**src/rtl/tlight_monitor.sv**
```systemverilog
// Passive checker for the ns/we traffic-light bus: tracks phase order and durations, reports coded violations.
// Optional error counter output enabled by defining TLIGHT_MONITOR_ERRCNT_EN.
package tlight_pkg;
  typedef enum logic [1:0] {
    RED    = 2'd0,
    YELLOW = 2'd1,
    GREEN  = 2'd2
  } tlight_control_t;
endpackage

module tlight_monitor
  import tlight_pkg::*;
#(
  parameter int unsigned ALL_RED_CYCLES     = 1,
  parameter int unsigned PRE_YELLOW_CYCLES  = 3,
  parameter int unsigned GREEN_CYCLES       = 15,
  parameter int unsigned POST_YELLOW_CYCLES = 1,
  parameter int unsigned CNT_W              = 5
) (
  input  logic        clock,
  input  logic        reset,
  input  logic [1:0]  ns,
  input  logic [1:0]  we,
  output logic        locked,
  output logic        error,
  output logic [2:0]  error_code,
  output logic        error_sticky,
  output logic [15:0] cycle_count
`ifdef TLIGHT_MONITOR_ERRCNT_EN
  ,
  output logic [7:0]  error_count
`endif
);

  typedef enum logic [3:0] {
    S_START,
    S_ALL_RED,
    S_WE_PRE,
    S_WE_GREEN,
    S_WE_POST,
    S_NS_PRE,
    S_NS_GREEN,
    S_NS_POST,
    S_SYNC
  } state_t;

  typedef enum logic [2:0] {
    E_NONE     = 3'd0,
    E_CONFLICT = 3'd1,
    E_SEQ      = 3'd2,
    E_SHORT    = 3'd3,
    E_LONG     = 3'd4
  } err_t;

  localparam logic [3:0] C_RR = {RED, RED};
  localparam logic [3:0] C_RY = {RED, YELLOW};
  localparam logic [3:0] C_RG = {RED, GREEN};
  localparam logic [3:0] C_YR = {YELLOW, RED};
  localparam logic [3:0] C_GR = {GREEN, RED};

  state_t            state_q, state_d;
  logic [CNT_W-1:0]  run_q, run_d;
  logic [3:0]        prev_q, prev_d;
  logic              locked_q, locked_d;
  logic              error_q, error_d;
  err_t              error_code_q, error_code_d;
  logic              error_sticky_q, error_sticky_d;
  logic [15:0]       cycle_count_q, cycle_count_d;

  logic [3:0]        cur;
  logic [3:0]        phase_combo;
  logic [3:0]        next_combo;
  logic [CNT_W-1:0]  phase_len;
  logic [CNT_W-1:0]  run_inc;
  state_t            next_state;

  always_comb begin
    cur         = {ns, we};
    phase_combo = C_RR;
    next_combo  = C_RR;
    phase_len   = '0;
    next_state  = S_SYNC;
    case (state_q)
      S_ALL_RED:  begin phase_combo = C_RR; phase_len = CNT_W'(ALL_RED_CYCLES);
                        next_combo = C_RY; next_state = S_WE_PRE;   end
      S_WE_PRE:   begin phase_combo = C_RY; phase_len = CNT_W'(PRE_YELLOW_CYCLES);
                        next_combo = C_RG; next_state = S_WE_GREEN; end
      S_WE_GREEN: begin phase_combo = C_RG; phase_len = CNT_W'(GREEN_CYCLES);
                        next_combo = C_RY; next_state = S_WE_POST;  end
      S_WE_POST:  begin phase_combo = C_RY; phase_len = CNT_W'(POST_YELLOW_CYCLES);
                        next_combo = C_YR; next_state = S_NS_PRE;   end
      S_NS_PRE:   begin phase_combo = C_YR; phase_len = CNT_W'(PRE_YELLOW_CYCLES);
                        next_combo = C_GR; next_state = S_NS_GREEN; end
      S_NS_GREEN: begin phase_combo = C_GR; phase_len = CNT_W'(GREEN_CYCLES);
                        next_combo = C_YR; next_state = S_NS_POST;  end
      S_NS_POST:  begin phase_combo = C_YR; phase_len = CNT_W'(POST_YELLOW_CYCLES);
                        next_combo = C_RY; next_state = S_WE_PRE;   end
      default: ;
    endcase
  end

  // Saturating run length so a stuck bus can never wrap back into a legal count.
  assign run_inc = (run_q == '1) ? run_q : run_q + CNT_W'(1);

  always_comb begin
    state_d        = state_q;
    run_d          = run_q;
    prev_d         = cur;
    error_d        = 1'b0;
    error_code_d   = error_code_q;
    error_sticky_d = error_sticky_q;
    cycle_count_d  = cycle_count_q;

    if (ns != RED && we != RED) begin
      error_d      = 1'b1;
      error_code_d = E_CONFLICT;
    end else if (state_q == S_START) begin
      if (cur == C_RR) begin
        state_d = S_ALL_RED;
        run_d   = CNT_W'(1);
      end else begin
        error_d      = 1'b1;
        error_code_d = E_SEQ;
      end
    end else if (state_q == S_SYNC) begin
      if (prev_q == C_RY && cur == C_RG) begin
        state_d = S_WE_GREEN;
        run_d   = CNT_W'(1);
      end else if (prev_q == C_YR && cur == C_GR) begin
        state_d = S_NS_GREEN;
        run_d   = CNT_W'(1);
      end
    end else if (cur == phase_combo) begin
      if (run_inc > phase_len) begin
        error_d      = 1'b1;
        error_code_d = E_LONG;
      end else begin
        run_d = run_inc;
      end
    end else if (cur == next_combo) begin
      if (run_q < phase_len) begin
        error_d      = 1'b1;
        error_code_d = E_SHORT;
      end else begin
        state_d = next_state;
        run_d   = CNT_W'(1);
        if (state_q == S_NS_POST) cycle_count_d = cycle_count_q + 16'd1;
      end
    end else begin
      error_d      = 1'b1;
      error_code_d = E_SEQ;
    end

    if (error_d) begin
      state_d        = S_SYNC;
      run_d          = '0;
      error_sticky_d = 1'b1;
    end

    locked_d = !(state_d == S_START || state_d == S_SYNC);
  end

  always_ff @(posedge clock) begin
    if (!reset) begin
      state_q        <= S_START;
      run_q          <= '0;
      prev_q         <= C_RR;
      locked_q       <= 1'b0;
      error_q        <= 1'b0;
      error_code_q   <= E_NONE;
      error_sticky_q <= 1'b0;
      cycle_count_q  <= '0;
    end else begin
      state_q        <= state_d;
      run_q          <= run_d;
      prev_q         <= prev_d;
      locked_q       <= locked_d;
      error_q        <= error_d;
      error_code_q   <= error_code_d;
      error_sticky_q <= error_sticky_d;
      cycle_count_q  <= cycle_count_d;
    end
  end

  assign locked       = locked_q;
  assign error        = error_q;
  assign error_code   = error_code_q;
  assign error_sticky = error_sticky_q;
  assign cycle_count  = cycle_count_q;

`ifdef TLIGHT_MONITOR_ERRCNT_EN
  logic [7:0] error_count_q, error_count_d;

  always_comb begin
    error_count_d = error_count_q;
    if (error_d && error_count_q != 8'hFF) error_count_d = error_count_q + 8'd1;
  end

  always_ff @(posedge clock) begin
    if (!reset) error_count_q <= '0;
    else        error_count_q <= error_count_d;
  end

  assign error_count = error_count_q;
`endif

endmodule

```
**config.mk**
```make
export PLATFORM = sky130hd
export DESIGN_NAME = tlight_monitor
export DESIGN_NICKNAME = d
export VERILOG_FILES = /design/src/rtl/tlight_monitor.sv
export SDC_FILE = /design/constraint.sdc
export NUM_CORES = 1
export LEC_CHECK = 0
export ABC_AREA = 1
export CAP_MARGIN = 30
export CORE_UTILIZATION = 40
export DETAILED_ROUTE_END_ITERATION = 6
export DONT_BUFFER_PORTS = 1
export GPL_TIMING_DRIVEN = 0
export PLACE_DENSITY = 0.5
export SLEW_MARGIN = 5
export SYNTH_ARGS = -nofsm -noshare
export SYNTH_HDL_FRONTEND = slang
export SYNTH_SLANG_ARGS = --single-unit
```
**constraint.sdc**
```tcl
create_clock -name clock -period 3.55 [get_ports clock]
set_clock_uncertainty 0.15 [all_clocks]
set_input_delay 0.71 -clock clock [delete_from_list [all_inputs] [get_ports clock]]
set_output_delay 0.71 -clock clock [all_outputs]
set_load 0.01 [all_outputs]
```
After elaboration in Yosys (flattened, before gate mapping)
Cells that the tools add are included.

Flip-flop bits (word level): 35. Logic and storage cells: 112. Input bits: 6.

Eq/ne operators: 28. Reductions and logical operators: 25. Order comparisons: 2. Multiplexer cells: 40. Bitwise gates (word level): 6. Add/sub/neg operators: 2.

Operators with widths (count): 5-bit 2-to-1 mux (10); 4-bit 2-to-1 mux (10); 4-bit case mux with 4 select lines (2); 4-bit case mux with 6 select lines (1); 3-bit 2-to-1 mux (7); 4-bit by 3-bit == test with 1-bit output, second input constant (5); 16-bit by 1-bit adder with 16-bit output, second input constant (1); 2-bit OR reduction (8); 4-bit by 2-bit == test with 1-bit output, second input constant (3); 4-bit == test, second input constant (3); 4-bit logical NOT (3); 4-bit case mux with 3 select lines (1); 1-bit 2-to-1 mux (9); 4-bit by 1-bit == test with 1-bit output, second input constant (2); 4-bit == test (2); 4-bit by 3-bit inequality test with 1-bit output, second input constant (2); 4-bit inequality test, second input constant (2); 4-bit AND reduction (2); 7-bit AND reduction (1); 3-bit inequality test, second input constant (2); 1-bit NOT (6); 6-bit AND reduction (1); 3-bit OR reduction (2); 5-bit by 1-bit adder with 5-bit output, second input constant (1); 13 further kinds (17).

Longest topological paths before layout
Word-level depth: 14. Gate-level depth with buffers: 21.

Worst setup path after synthesis
No wires, ideal clock.

Kind: register to register. Start point: register state_q[2]. End point: register cycle_count_q[1], in the netlist cycle_count[1]. Setup time: 116 ps. Cell stages (with the launch flop): 20. Buffers on the path: 1. Setup slack: 885 ps. Arrival time: 2399 ps. Data required time: 3284 ps. Cell sequence: dfxtp_1 -> inv_2 -> nor2_8 -> nand2_1 -> and2_1 -> and3_1 -> ha_1 -> nand2_1 -> inv_1 -> o21ai_0 -> nand2_1 -> a21oi_1 -> inv_1 -> nand3_4 -> inv_6 -> nand2_8 -> inv_8 -> buf_8 -> nor2_1 -> nor2_1.

Word-level cells in the longest chain between the ends: 6. Elaborated cells on any way between the ends: 27.

RTL lines: start, declared (RTL line 61) `state_t state_q, state_d;`; start signal, assigned (RTL line 174) `state_q <= state_d;`; 4-bit by 3-bit == test with 1-bit output, or another cell as far along (RTL line 83, 147); 3-bit OR reduction (no source line) or 2-bit OR reduction (tied branches); 4-bit case mux with 3 select lines or 4-bit case mux with 4 select lines (tied branches) (RTL line 83) `case (state_q)`; 5-bit < comparator or 4-bit == test (tied branches) (RTL line 141, 133); 1-bit NOT (no source line); 7-bit AND reduction (no source line) (*); end signal, assigned (RTL line 181) `cycle_count_q <= cycle_count_d;`; end, declared (RTL line 68) `logic [15:0] cycle_count_q, cycle_count_d;`.

Mark *: on every way between the ends. The rest lies on a longest branch, timed or not. A chain may end at the register's enable or synchronous reset.

Final worst setup path
Start point: register state_q[2]. End point: register cycle_count_q[14], in the netlist cycle_count[14].

Same word-level chain as after synthesis.

==> summary.log <==
INFO  run_status     run_status=completed
INFO  clock_tree     cts.root.buffer_cell=sky130_fd_sc_hd__clkbuf_8
INFO  global_routing grt_use_total=19.2%
INFO  critical_path  r2r_cells=19
INFO  global_routing total_congestion_overflow_after_global_routing=0
INFO  power_and_ir_drop power.sequential.fraction=45.0%
INFO  critical_path  path_depth=19
INFO  power_and_ir_drop totalPowerFinal=0.925mW
INFO  clock_tree     clock_insertion_delay_worst_skew=0.28ns
INFO  worst_hold_path hold_class=flop to flop
INFO  placed_design  port_buffers=0
INFO  critical_path  critical_path.endpoint_type=flop
INFO  sta            finalHoldViolations=0
INFO  sta            relSlewSlack=60.1%
INFO  cells_and_area n_antenna_cell=0
INFO  global_routing grt_pass1_vias=2083
INFO  power_and_ir_drop internal_power=0.675mW
INFO  route          drt_first_pass_iters=5
INFO  yosys          yosysWarnings=0
INFO  sta            report.final.setup_viol=0
INFO  global_routing grt_antenna_before_repair=0
INFO  critical_path  critPathArrivalTime=3.08ns
INFO  yosys          yosysUniqueCellTypes=34
INFO  sta            tightest_slew=0.598ns
INFO  clock_tree     clk_slew_on_worst_s_h_paths=0.07ns
INFO  sta            timing.fmax=325MHz
INFO  route          total_number_of_vias=2283
INFO  worst_hold_path worst_hold_path_cells=2
INFO  floorplan      ios=28
INFO  clock_tree     numClockSinks=35
INFO  power_and_ir_drop power.ir.vdd_worst=0.000195V
INFO  route          routed_wirelength=5860um
INFO  sta            drv_slew=0
INFO  critical_path  critPathBufInv=6
INFO  power_and_ir_drop power_per_cell_area=341mW/mm2
INFO  yosys          synth_top_flop_cell=sky130_fd_sc_hd__dfxtp_1
INFO  clock_tree     ctsHtreeMaxLevel=2
INFO  critical_path  critPathLaunchType=flop
INFO  cells_and_area nets=402
INFO  floorplan      floorplan.rows=28
INFO  sta            final_cycle_utilization_of_the_critical_path=86.7%
INFO  yosys          synth_top_area_share=28.0%
INFO  yosys          synth_enable_flop_cells=0
INFO  yosys          post-synth-top-count-cell=sky130_fd_sc_hd__nand2_1
INFO  power_and_ir_drop pwr-share-comb=14.8%
INFO  yosys          cell_count_after_synthesis=380
INFO  clock_tree     post_cts.repair.setup_buffers=0
INFO  yosys          synth_seq_area_share=28.0%
INFO  clock_tree     ctsHoldBuffers=0
INFO  job            maxCapViolCount=0
INFO  clock_tree     clock_path_buffers=2
INFO  critical_path  critical_path.slowest_cell=sky130_fd_sc_hd__dfxtp_1
INFO  placed_design  dp.final_hpwl=4740um
INFO  yosys          synth-seq-cells=35
INFO  route          route.detailed.wl_per_inst=12.7um
INFO  yosys          synth_commonest_cells=sky130_fd_sc_hd__nand2_1 (107), sky130_fd_sc_hd__nor2_1 (46), sky130_fd_sc_hd__inv_1 (45)
INFO  critical_path  crit_path_max_fanout=10
INFO  power_and_ir_drop power_switching_share=27.0%
INFO  cells_and_area final-instance-count-excl-fill=463
INFO  critical_path  critical_path.most_common_cell=sky130_fd_sc_hd__nand2_1
INFO  cells_and_area post_route_cells_drive_above_1_share=12.9%
INFO  sta            grt_setup_unrepaired=false
INFO  critical_path  timing.critical_path.required=3.55ns
INFO  critical_path  critical_path.cell_chain=inv_2, nor2_8, nand2_1, and2_1, and3_1, ha_1, nand2_1, inv_1, o21ai_0, nand2_1, a21oi_1, inv_1, nand3_4, inv_6, nand2_8, inv_8, buf_8, nand2_2, a21oi_2
INFO  global_routing global_route_wire_length_before_repair=9560um
INFO  clock_tree     cts_buffers=5
INFO  sta            timing.final.crit_period=3.08ns
INFO  floorplan      die_width=81.0um
INFO  floorplan      floorplan.die.height=81.0um
INFO  global_routing largest_net_degree_at_the_start_of_global_routing=12
INFO  placed_design  finalWeightedCongestion=0.846
INFO  critical_path  cp_slowest_stage_delay=0.50ns
INFO  yosys          post_synth_top_area_cell=sky130_fd_sc_hd__dfxtp_1
INFO  power_and_ir_drop total_switching_power=0.250mW
INFO  route          drtIter0Drc=93
INFO  yosys          syn_area=0.00250mm2
INFO  clock_tree     postCtsResizedCells=0
INFO  route          drc_errors=0
INFO  yosys          synth_fp_nets=395
INFO  power_and_ir_drop standby_leakage_power=1.21nW
INFO  sta            final.setup.tns=0ns
INFO  yosys          netlist_top_cells_area=sky130_fd_sc_hd__dfxtp_1 (28%), sky130_fd_sc_hd__nand2_1 (16%), sky130_fd_sc_hd__nor2_1 (6.9%)
INFO  critical_path  setup.worst_path.class=flop to flop
INFO  placed_design  placed_cells_incl_taps=455
INFO  yosys          asr_flop_ratio_synth=0%
INFO  route          antenna_left=0
INFO  floorplan      design.die.area=0.00657mm2
INFO  floorplan      core_area=0.00596mm2
INFO  yosys          post_synth.cell_area_avg=6.58um2
INFO  clock_tree     tritoncts=yes
INFO  route          route.detailed.vias_per_inst=4.93
INFO  floorplan      initial_utilization=42.0%
INFO  cells_and_area area_growth=8.46%
INFO  critical_path  cpLargestDelayFamily=simple AND/OR/NAND/NOR gates
INFO  power_and_ir_drop clkPwrFrac=40.2%
==> path summary, 6_finish.rpt <==
kind	start	endpoint	slack, ns
max	state_q[2]	cycle_count[14]	0.47
min	run_q[4]	run_q[4]	0.34
max reg2reg	state_q[2]	cycle_count[14]	0.47
min reg2reg	run_q[4]	run_q[4]	0.34
==> worst reg2reg max path, cell delays in order (launching register included) <==
cell and delay (ns):
sky130_fd_sc_hd__dfxtp_1 0.50, sky130_fd_sc_hd__inv_2 0.14, sky130_fd_sc_hd__nor2_8 0.17, sky130_fd_sc_hd__nand2_1 0.10, sky130_fd_sc_hd__and2_1 0.22, sky130_fd_sc_hd__and3_1 0.20
sky130_fd_sc_hd__ha_1 0.18, sky130_fd_sc_hd__nand2_1 0.06, sky130_fd_sc_hd__inv_1 0.03, sky130_fd_sc_hd__o21ai_0 0.13, sky130_fd_sc_hd__nand2_1 0.08, sky130_fd_sc_hd__a21oi_1 0.25
sky130_fd_sc_hd__inv_1 0.12, sky130_fd_sc_hd__nand3_4 0.16, sky130_fd_sc_hd__inv_6 0.06, sky130_fd_sc_hd__nand2_8 0.09, sky130_fd_sc_hd__inv_8 0.05, sky130_fd_sc_hd__buf_8 0.14
sky130_fd_sc_hd__nand2_2 0.07, sky130_fd_sc_hd__a21oi_2 0.05
==> flip-flops by register name (all words and copies together), names as in the netlist <==
register	flops
error_code	3
error	1
locked	1
cycle_count	16
error_sticky	1
prev_q	4
state_q	4
run_q	5
==> layout make-up <==
cell class / count / area (um2)
Fill cell: 645 / 3250
Multi-Input combinational cell: 291 / 1560
Sequential cell: 35 / 701
Inverter: 49 / 196
Tap cell: 75 / 93.8
Clock buffer: 6 / 82.6
Buffer: 5 / 45.0
Clock inverter: 2 / 35.0
==> logic make-up after synthesis <==
kind of cell    count (synthesis)  synth area share (%)
compound gates                 36                  8.66
simple gates                  230                  43.5
buf+inv                        54                  9.66
flops                          35                  28.0
fa+ha+maj                       9                  4.51
xor+xnor                       16                  5.61
==> layout by cell type (no fill, tap or decap), drive strengths merged <==
cell type  netlist  routed
nor4             4       4
nand4            5       5
buf              3       3
nand3           32      32
clkinv           1       2
ha               9       9
nand3b           2       2
inv             48      48
and2             1       1
nor3             5       5
dfxtp           35      35
xor2            10      10
a21oi           21      21
nor3b            2       2
clkbuf           2       8
nand2          122     122
o21ai           14      14
bufinv           0       1
or2              2       2
nor2            54      54
o211ai           1       1
xnor2            6       6
and3             1       1
==> routing by layer <==
metal,global-route usage [%],wire [um]
met5,0,0
met4,7.32,98
met3,3.82,176
met2,33.2,2920
met1,23.3,2660
==> per-stage QoR <==
stage	hold slack [ns]	instance area, um2	setup slack, ns	util, %
floorplan	0.280	2500	0.885	-
global placement	0.329	2590	0.419	43.5
detailed placement	0.328	2590	0.435	43.5
CTS	0.341	2710	0.421	45.5
global route	0.351	2710	0.206	45.5
finish	0.341	2710	0.471	45.5
==> power groups by stage <==
stage / registers (mW) / clock network (mW) / logic [mW]
floorplan: 0.424 / 0 / 0.110
global placement: 0.426 / 0 / 0.137
detailed placement: 0.426 / 0 / 0.138
CTS: 0.417 / 0.384 / 0.138
global route: 0.419 / 0.404 / 0.155
finish: 0.417 / 0.372 / 0.137
Power figures use the tool's default switching activity.
